### config.mk
export PLATFORM = sky130hd
export DESIGN_NAME = mac_pe_flat
export DESIGN_NICKNAME = d
export VERILOG_FILES = /design/src/rtl/mac_pe_pkg.sv /design/src/rtl/mac_pe_if.sv /design/src/rtl/mac_pe_sat_add.sv /design/src/rtl/mac_pe.sv /design/src/flat_wrapper.sv
export SDC_FILE = /design/constraint.sdc
export NUM_CORES = 1
export LEC_CHECK = 0
export BUFFER_PORTS_ARGS = -buffer_cell sky130_fd_sc_hd__buf_2
export CORE_MARGIN = 5
export CORE_UTILIZATION = 30
export CTS_CLUSTER_SIZE = 14
export DETAILED_ROUTE_END_ITERATION = 16
export HOLD_SLACK_MARGIN = 0.05
export PLACE_DENSITY = 0.58
export SETUP_SLACK_MARGIN = 0.2
export SLEW_MARGIN = 25
export SYNTH_ARGS = -nofsm -noshare
export SYNTH_HDL_FRONTEND = slang
export SYNTH_SLANG_ARGS = --single-unit
### constraint.sdc
create_clock -name clk -period 8.8 [get_ports clk]
set_input_delay 0.44 -clock clk [delete_from_list [all_inputs] [get_ports clk]]
set_output_delay 0.44 -clock clk [all_outputs]
set_load 0.03 [all_outputs]
### src/rtl/mac_pe_pkg.sv
// Shared widths and width helpers for the MAC processing element and the array top.
package pe_pkg;
    localparam int A_W_DEF   = 8;
    localparam int B_W_DEF   = 8;
    localparam int OFF_W_DEF = 9;
    localparam int ACC_W_DEF = 32;

    // b_eff needs one guard bit above the wider of B and offset.
    function automatic int beff_w(input int b_w, input int off_w);
        return ((b_w > off_w) ? b_w : off_w) + 1;
    endfunction

    function automatic int prod_w(input int a_w, input int b_w, input int off_w);
        return a_w + beff_w(b_w, off_w);
    endfunction
endpackage

### src/rtl/mac_pe_if.sv
// Operand, drain-chain and status signals of one PE; slave = PE side, master = driver side.
interface mac_pe_if
    import pe_pkg::*;
#(
    parameter int A_W   = A_W_DEF,
    parameter int B_W   = B_W_DEF,
    parameter int OFF_W = OFF_W_DEF,
    parameter int ACC_W = ACC_W_DEF
);
    logic                    clear;
    logic signed [A_W-1:0]   a_in,  a_out;
    logic signed [B_W-1:0]   b_in,  b_out;
    logic signed [OFF_W-1:0] offset;
    logic                    vld_in, last_in, vld_out, last_out;
    logic                    shift_en;
    logic signed [ACC_W-1:0] c_in,  c_out;
    logic                    c_vld_in, c_vld_out;
    logic                    sat_flag, col_err;

    modport slave (
        input  clear, a_in, b_in, offset, vld_in, last_in, shift_en, c_in, c_vld_in,
        output a_out, b_out, vld_out, last_out, c_out, c_vld_out, sat_flag, col_err
    );
    modport master (
        output clear, a_in, b_in, offset, vld_in, last_in, shift_en, c_in, c_vld_in,
        input  a_out, b_out, vld_out, last_out, c_out, c_vld_out, sat_flag, col_err
    );
endinterface

### src/rtl/mac_pe_sat_add.sv
// Accumulate adder: one guard bit of headroom, then either wrap to OUT_W or clamp to its signed range.
module pe_sat_add #(
    parameter int IN_W  = 33,
    parameter int OUT_W = 32,
    parameter bit SAT   = 1'b0
) (
    input  logic signed [IN_W-1:0]  i_a,
    input  logic signed [IN_W-1:0]  i_b,
    output logic signed [OUT_W-1:0] o_sum,
    output logic                    o_clip
);
    logic signed [IN_W:0]       w_full;
    logic [IN_W-OUT_W+1:0]      w_top;
    logic                       w_ovf;

    assign w_full = (IN_W+1)'(i_a) + (IN_W+1)'(i_b);
    // Result fits OUT_W only if every bit from the OUT_W sign bit upward agrees.
    assign w_top  = w_full[IN_W:OUT_W-1];
    assign w_ovf  = ~(&w_top) & (|w_top);

    always_comb begin
        o_sum  = w_full[OUT_W-1:0];
        o_clip = 1'b0;
        if (SAT && w_ovf) begin
            o_clip = 1'b1;
            o_sum  = w_full[IN_W] ? {1'b1, {(OUT_W-1){1'b0}}} : {1'b0, {(OUT_W-1){1'b1}}};
        end
    end
endmodule

### src/rtl/mac_pe.sv
// Output-stationary systolic MAC PE: operand pass-through, accumulator, and a
// double-buffered result register that drains along a neighbour shift chain.
module mac_pe
    import pe_pkg::*;
#(
    parameter int A_W   = A_W_DEF,
    parameter int B_W   = B_W_DEF,
    parameter int OFF_W = OFF_W_DEF,
    parameter int ACC_W = ACC_W_DEF,
    parameter bit SAT   = 1'b0
) (
    input  logic     clk,
    input  logic     rst,
    mac_pe_if.slave  io
);
    localparam int BE_W  = beff_w(B_W, OFF_W);
    localparam int P_W   = prod_w(A_W, B_W, OFF_W);
    localparam int EXT_W = (ACC_W + 1 > P_W) ? ACC_W + 1 : P_W;

    logic signed [BE_W-1:0]  w_beff;
    logic signed [P_W-1:0]   w_prod;
    logic signed [EXT_W-1:0] w_acc_x, w_prod_x;
    logic signed [ACC_W-1:0] w_sum;
    logic                    w_clip, w_capture;

    logic signed [A_W-1:0]   r_a;
    logic signed [B_W-1:0]   r_b;
    logic                    r_vld, r_last;
    logic signed [ACC_W-1:0] r_acc, r_res;
    logic                    r_res_vld, r_sat, r_err;

    assign w_beff    = BE_W'(io.b_in) + BE_W'(io.offset);
    assign w_prod    = P_W'(io.a_in) * P_W'(w_beff);
    assign w_acc_x   = EXT_W'(r_acc);
    assign w_prod_x  = EXT_W'(w_prod);
    assign w_capture = io.vld_in & io.last_in;

    pe_sat_add #(.IN_W(EXT_W), .OUT_W(ACC_W), .SAT(SAT)) u_add (
        .i_a    (w_acc_x),
        .i_b    (w_prod_x),
        .o_sum  (w_sum),
        .o_clip (w_clip)
    );

    always_ff @(posedge clk) begin
        if (rst) begin
            r_a <= '0; r_b <= '0; r_vld <= 1'b0; r_last <= 1'b0;
            r_acc <= '0; r_res <= '0; r_res_vld <= 1'b0;
            r_sat <= 1'b0; r_err <= 1'b0;
        end else if (io.clear) begin
            r_a <= '0; r_b <= '0; r_vld <= 1'b0; r_last <= 1'b0;
            r_acc <= '0; r_res <= '0; r_res_vld <= 1'b0;
        end else begin
            r_a    <= io.a_in;
            r_b    <= io.b_in;
            r_vld  <= io.vld_in;
            r_last <= io.last_in;
            if (io.vld_in) begin
                r_acc <= io.last_in ? '0 : w_sum;
                if (w_clip) r_sat <= 1'b1;
            end
            // Capture beats the drain; the old result still leaves downstream this cycle.
            if (w_capture) begin
                r_res     <= w_sum;
                r_res_vld <= 1'b1;
                if ((io.shift_en && io.c_vld_in) || (r_res_vld && !io.shift_en))
                    r_err <= 1'b1;
            end else if (io.shift_en) begin
                r_res     <= io.c_in;
                r_res_vld <= io.c_vld_in;
            end
        end
    end

    assign io.a_out     = r_a;
    assign io.b_out     = r_b;
    assign io.vld_out   = r_vld;
    assign io.last_out  = r_last;
    assign io.c_out     = r_res;
    assign io.c_vld_out = r_res_vld;
    assign io.sat_flag  = r_sat;
    assign io.col_err   = r_err;
endmodule

### src/flat_wrapper.sv
// flat-port wrapper written by rule: the top's interface ports become plain ports
module mac_pe_flat import pe_pkg::*;
#(
    parameter int A_W   = A_W_DEF,
    parameter int B_W   = B_W_DEF,
    parameter int OFF_W = OFF_W_DEF,
    parameter int ACC_W = ACC_W_DEF,
    parameter bit SAT   = 1'b0
)
  (clk, rst, io_clear, io_a_in, io_b_in, io_offset, io_vld_in, io_last_in, io_shift_en, io_c_in, io_c_vld_in, io_a_out, io_b_out, io_vld_out, io_last_out, io_c_out, io_c_vld_out, io_sat_flag, io_col_err);
  mac_pe_if #(.A_W(A_W), .B_W(B_W), .OFF_W(OFF_W), .ACC_W(ACC_W)) io_i ();
  input  logic clk;
  input  logic rst;
  input wire logic [$bits(io_i.clear)-1:0] io_clear;
  input wire logic [$bits(io_i.a_in)-1:0] io_a_in;
  input wire logic [$bits(io_i.b_in)-1:0] io_b_in;
  input wire logic [$bits(io_i.offset)-1:0] io_offset;
  input wire logic [$bits(io_i.vld_in)-1:0] io_vld_in;
  input wire logic [$bits(io_i.last_in)-1:0] io_last_in;
  input wire logic [$bits(io_i.shift_en)-1:0] io_shift_en;
  input wire logic [$bits(io_i.c_in)-1:0] io_c_in;
  input wire logic [$bits(io_i.c_vld_in)-1:0] io_c_vld_in;
  output wire logic [$bits(io_i.a_out)-1:0] io_a_out;
  output wire logic [$bits(io_i.b_out)-1:0] io_b_out;
  output wire logic [$bits(io_i.vld_out)-1:0] io_vld_out;
  output wire logic [$bits(io_i.last_out)-1:0] io_last_out;
  output wire logic [$bits(io_i.c_out)-1:0] io_c_out;
  output wire logic [$bits(io_i.c_vld_out)-1:0] io_c_vld_out;
  output wire logic [$bits(io_i.sat_flag)-1:0] io_sat_flag;
  output wire logic [$bits(io_i.col_err)-1:0] io_col_err;
  assign io_i.clear = io_clear;
  assign io_i.a_in = io_a_in;
  assign io_i.b_in = io_b_in;
  assign io_i.offset = io_offset;
  assign io_i.vld_in = io_vld_in;
  assign io_i.last_in = io_last_in;
  assign io_i.shift_en = io_shift_en;
  assign io_i.c_in = io_c_in;
  assign io_i.c_vld_in = io_c_vld_in;
  assign io_a_out = io_i.a_out;
  assign io_b_out = io_i.b_out;
  assign io_vld_out = io_i.vld_out;
  assign io_last_out = io_i.last_out;
  assign io_c_out = io_i.c_out;
  assign io_c_vld_out = io_i.c_vld_out;
  assign io_sat_flag = io_i.sat_flag;
  assign io_col_err = io_i.col_err;
  mac_pe #(.A_W(A_W), .B_W(B_W), .OFF_W(OFF_W), .ACC_W(ACC_W), .SAT(SAT)) u_core (.clk(clk), .rst(rst), .io(io_i));
endmodule
==> flow_metrics.tcl <==
set metrics [dict create \
    vias_per_cell 4.60 \
    yosys-top-cells-area "fa_1, dfxtp_1, ha_1" \
    synth_edf_count 0 \
    yosysWarningCount 0 \
    status "complete, no violations" \
    wl_met1_um 10600 \
    cts_buffer_depth 2 \
    ys.flop_type "dfxtp_1" \
    grt_pass1_vias 6968 \
    startpoint_type "input pin" \
    synth_cell_types 54 \
    routed-wl-met3_um 1010 \
    worstHoldPathType "in2reg" \
    cts.reportedPaths.clkPinSlew_ps 70 \
    final_nets 1307 \
    finalCritPeriodShare_pct 81.5 \
    grt.total_usage_pct 13.7 \
    core_region_area_um2 29900 \
    setup_viol 0 \
    n_antenna_cell 0 \
    synthesis.nets 1209 \
    drtAntennaViolNets 0 \
    final_common_cell "fa_1" \
    io_pins 117 \
    io_buffer_count 115 \
    start_util_pct 30.6 \
    globalplace.congestion 0.836 \
    crit_required_ps 9030 \
    grt_max_degree 57 \
    dr.max_layer_used "met4" \
    hold_viol 0 \
    die_x_um 184 \
    yosys.area_share.simple_pct 12.8 \
    fmax_mhz 139 \
    grt_first_pass_wirelength_um 37300 \
    seq_area_frac_synth_pct 18.4 \
    most-common-layout-cells "fa_1, buf_2, inv_1" \
    drv_cap 0 \
    fin_worst_skew_ps 10.1 \
    rows 63 \
    drive_gt1_share_pct 16.1 \
    areaGrowthSynthToFinish_pct 14.6 \
    yosysTopAreaCell "fa_1" \
    fin_setup_tns_ps 0 \
    cts_made_buffers 9 \
    htree_levels 3 \
    post-dp-hpwl_um 17800 \
    wl_met2_um 10600 \
    cp-end-kind "register" \
    synthXorXnorAreaFrac_pct 3.65 \
    fp.dieH_um 184 \
    synth_top_cell_area_share_pct 31.4 \
    drt_pass1_iterations 4 \
    synth_compound_area_share_pct 12.4 \
    post_cts_buffers 0 \
    synth-async-reset-ratio_pct 0 \
    syn_area_um2 9130 \
    tightest_slew_ps 922 \
    vias 6517 \
    max_stage_delay_ps 630 \
    wirelength_um 22300 \
    drv_slew 0 \
    arrival_ps 7410 \
    ctsHoldBuffers 0 \
    ys_ff_latch 84 \
    cp_slowest_cell "fa_1" \
    clockRootBuffer "clkbuf_16" \
    cp_max_fo 19 \
    synthAdderAreaFrac_pct 42.2 \
    clock_latency_ps 360 \
    post_synth_inst_count 923 \
    cts_tree "yes" \
    antenna_found_initial 0 \
    cts.sinks 84 \
    muxShareOfSynthArea_pct 4.37 \
    wl_per_cell_um 15.8 \
    rsz0062_at_grt "false" \
    crit_type "in2reg" \
    avgSynthCellArea_um2 9.89 \
    drc 0 \
    slew_headroom_pct 38.4 \
    drtIter0Drc 258 \
    synth_top_family_by_area "adder cells" \
    ctsResizeCount 0 \
    overflow 0 \
    dieArea_um2 34000 \
    finalWorstPathRequiredPeriod_ps 7170 \
]
[flip-flops by register name (all words and copies together) (netlist names)]
name	cells
u_core.r_acc	32
u_core.io.col_err	1
u_core.io.a_out	8
u_core.io.b_out	8
u_core.io.c_vld_out	1
u_core.io.last_out	1
u_core.io.vld_out	1
u_core.io.c_out	32
[metal layers]
layer / vias to the layer above / global-route usage [%]
met5: - / 0
met4: 0 / 2.25
met3: 4 / 2.25
met2: 115 / 22.8
met1: 3192 / 19.1
li1: 3206 / -
[cell usage after synthesis (all sizes together), types with 3 or more instances]
cell	instances
ha	79
o21ai	21
fa	143
o21bai	5
dfxtp	84
a22o	10
a31oi	8
nor2b	27
a21oi	35
nand2b	21
xnor2	28
and3	3
buf	7
o21a	9
nand3	5
nor2	60
o22ai	4
xor2	10
mux2i	32
nor3	5
clkbuf	30
a21o	15
a211oi	33
inv	111
a2bb2oi	4
nand2	50
mux2	7
and2	51
[metrics by stage]
| step | instances | worst slack, ps | area [µm²] | util, % | hold WS, ps |
|---|---|---|---|---|---|
| after global routing | 1416 | 1150 | 10500 | 35.0 | 253 |
| after global placement | 1399 | 1250 | 10100 | 33.9 | 456 |
| after CTS | 1415 | 1500 | 10400 | 34.9 | 260 |
| final | 1416 | 1630 | 10500 | 35.0 | 275 |
| after floorplan | 923 | 825 | 9130 | - | 439 |
| after detailed placement | 1399 | 1120 | 10100 | 33.9 | 456 |
[logic make-up after synthesis]
group                      after synthesis
DFF                                     84
xor gates and xnor gates                38
and+or+nand+nor                        230
muxes                                   39
buffers and inverters                  149
other                                    1
adders and majority gates              222
AOI/OAI and AO/OA                      160
[worst max-delay path: cells and delay by family]
kind	cells	cell delay [ps]
XOR/XNOR	1	240
adder cells (fa/ha/maj)	7	3340
AND/OR/NAND/NOR	2	300
AO/OA/AOI/OAI	12	2210
buffers and inverters	3	850
[final cells by class]
type	instances	area (µm²)
fillers	3051	19400
multi-input cells	690	6910
flip-flops and latches	84	1680
repair buffers	124	656
well taps	390	488
inverters	112	420
clock buffers	9	225
clock inverters	7	81.3
[final timing paths]
check,start,end,slack [ps],cells past startpoint
min reg2reg,u_core.r_acc[31],u_core.r_acc[31],470,2
min,rst,u_core.io.col_err,270,2
max reg2reg,u_core.r_acc[6],u_core.io.c_out[30],3540,16
max,io_b_in[7],u_core.io.c_out[31],1630,25
Power is not shown: default switching activity piles up to over one toggle a cycle in this logic, so the estimate is an artifact.
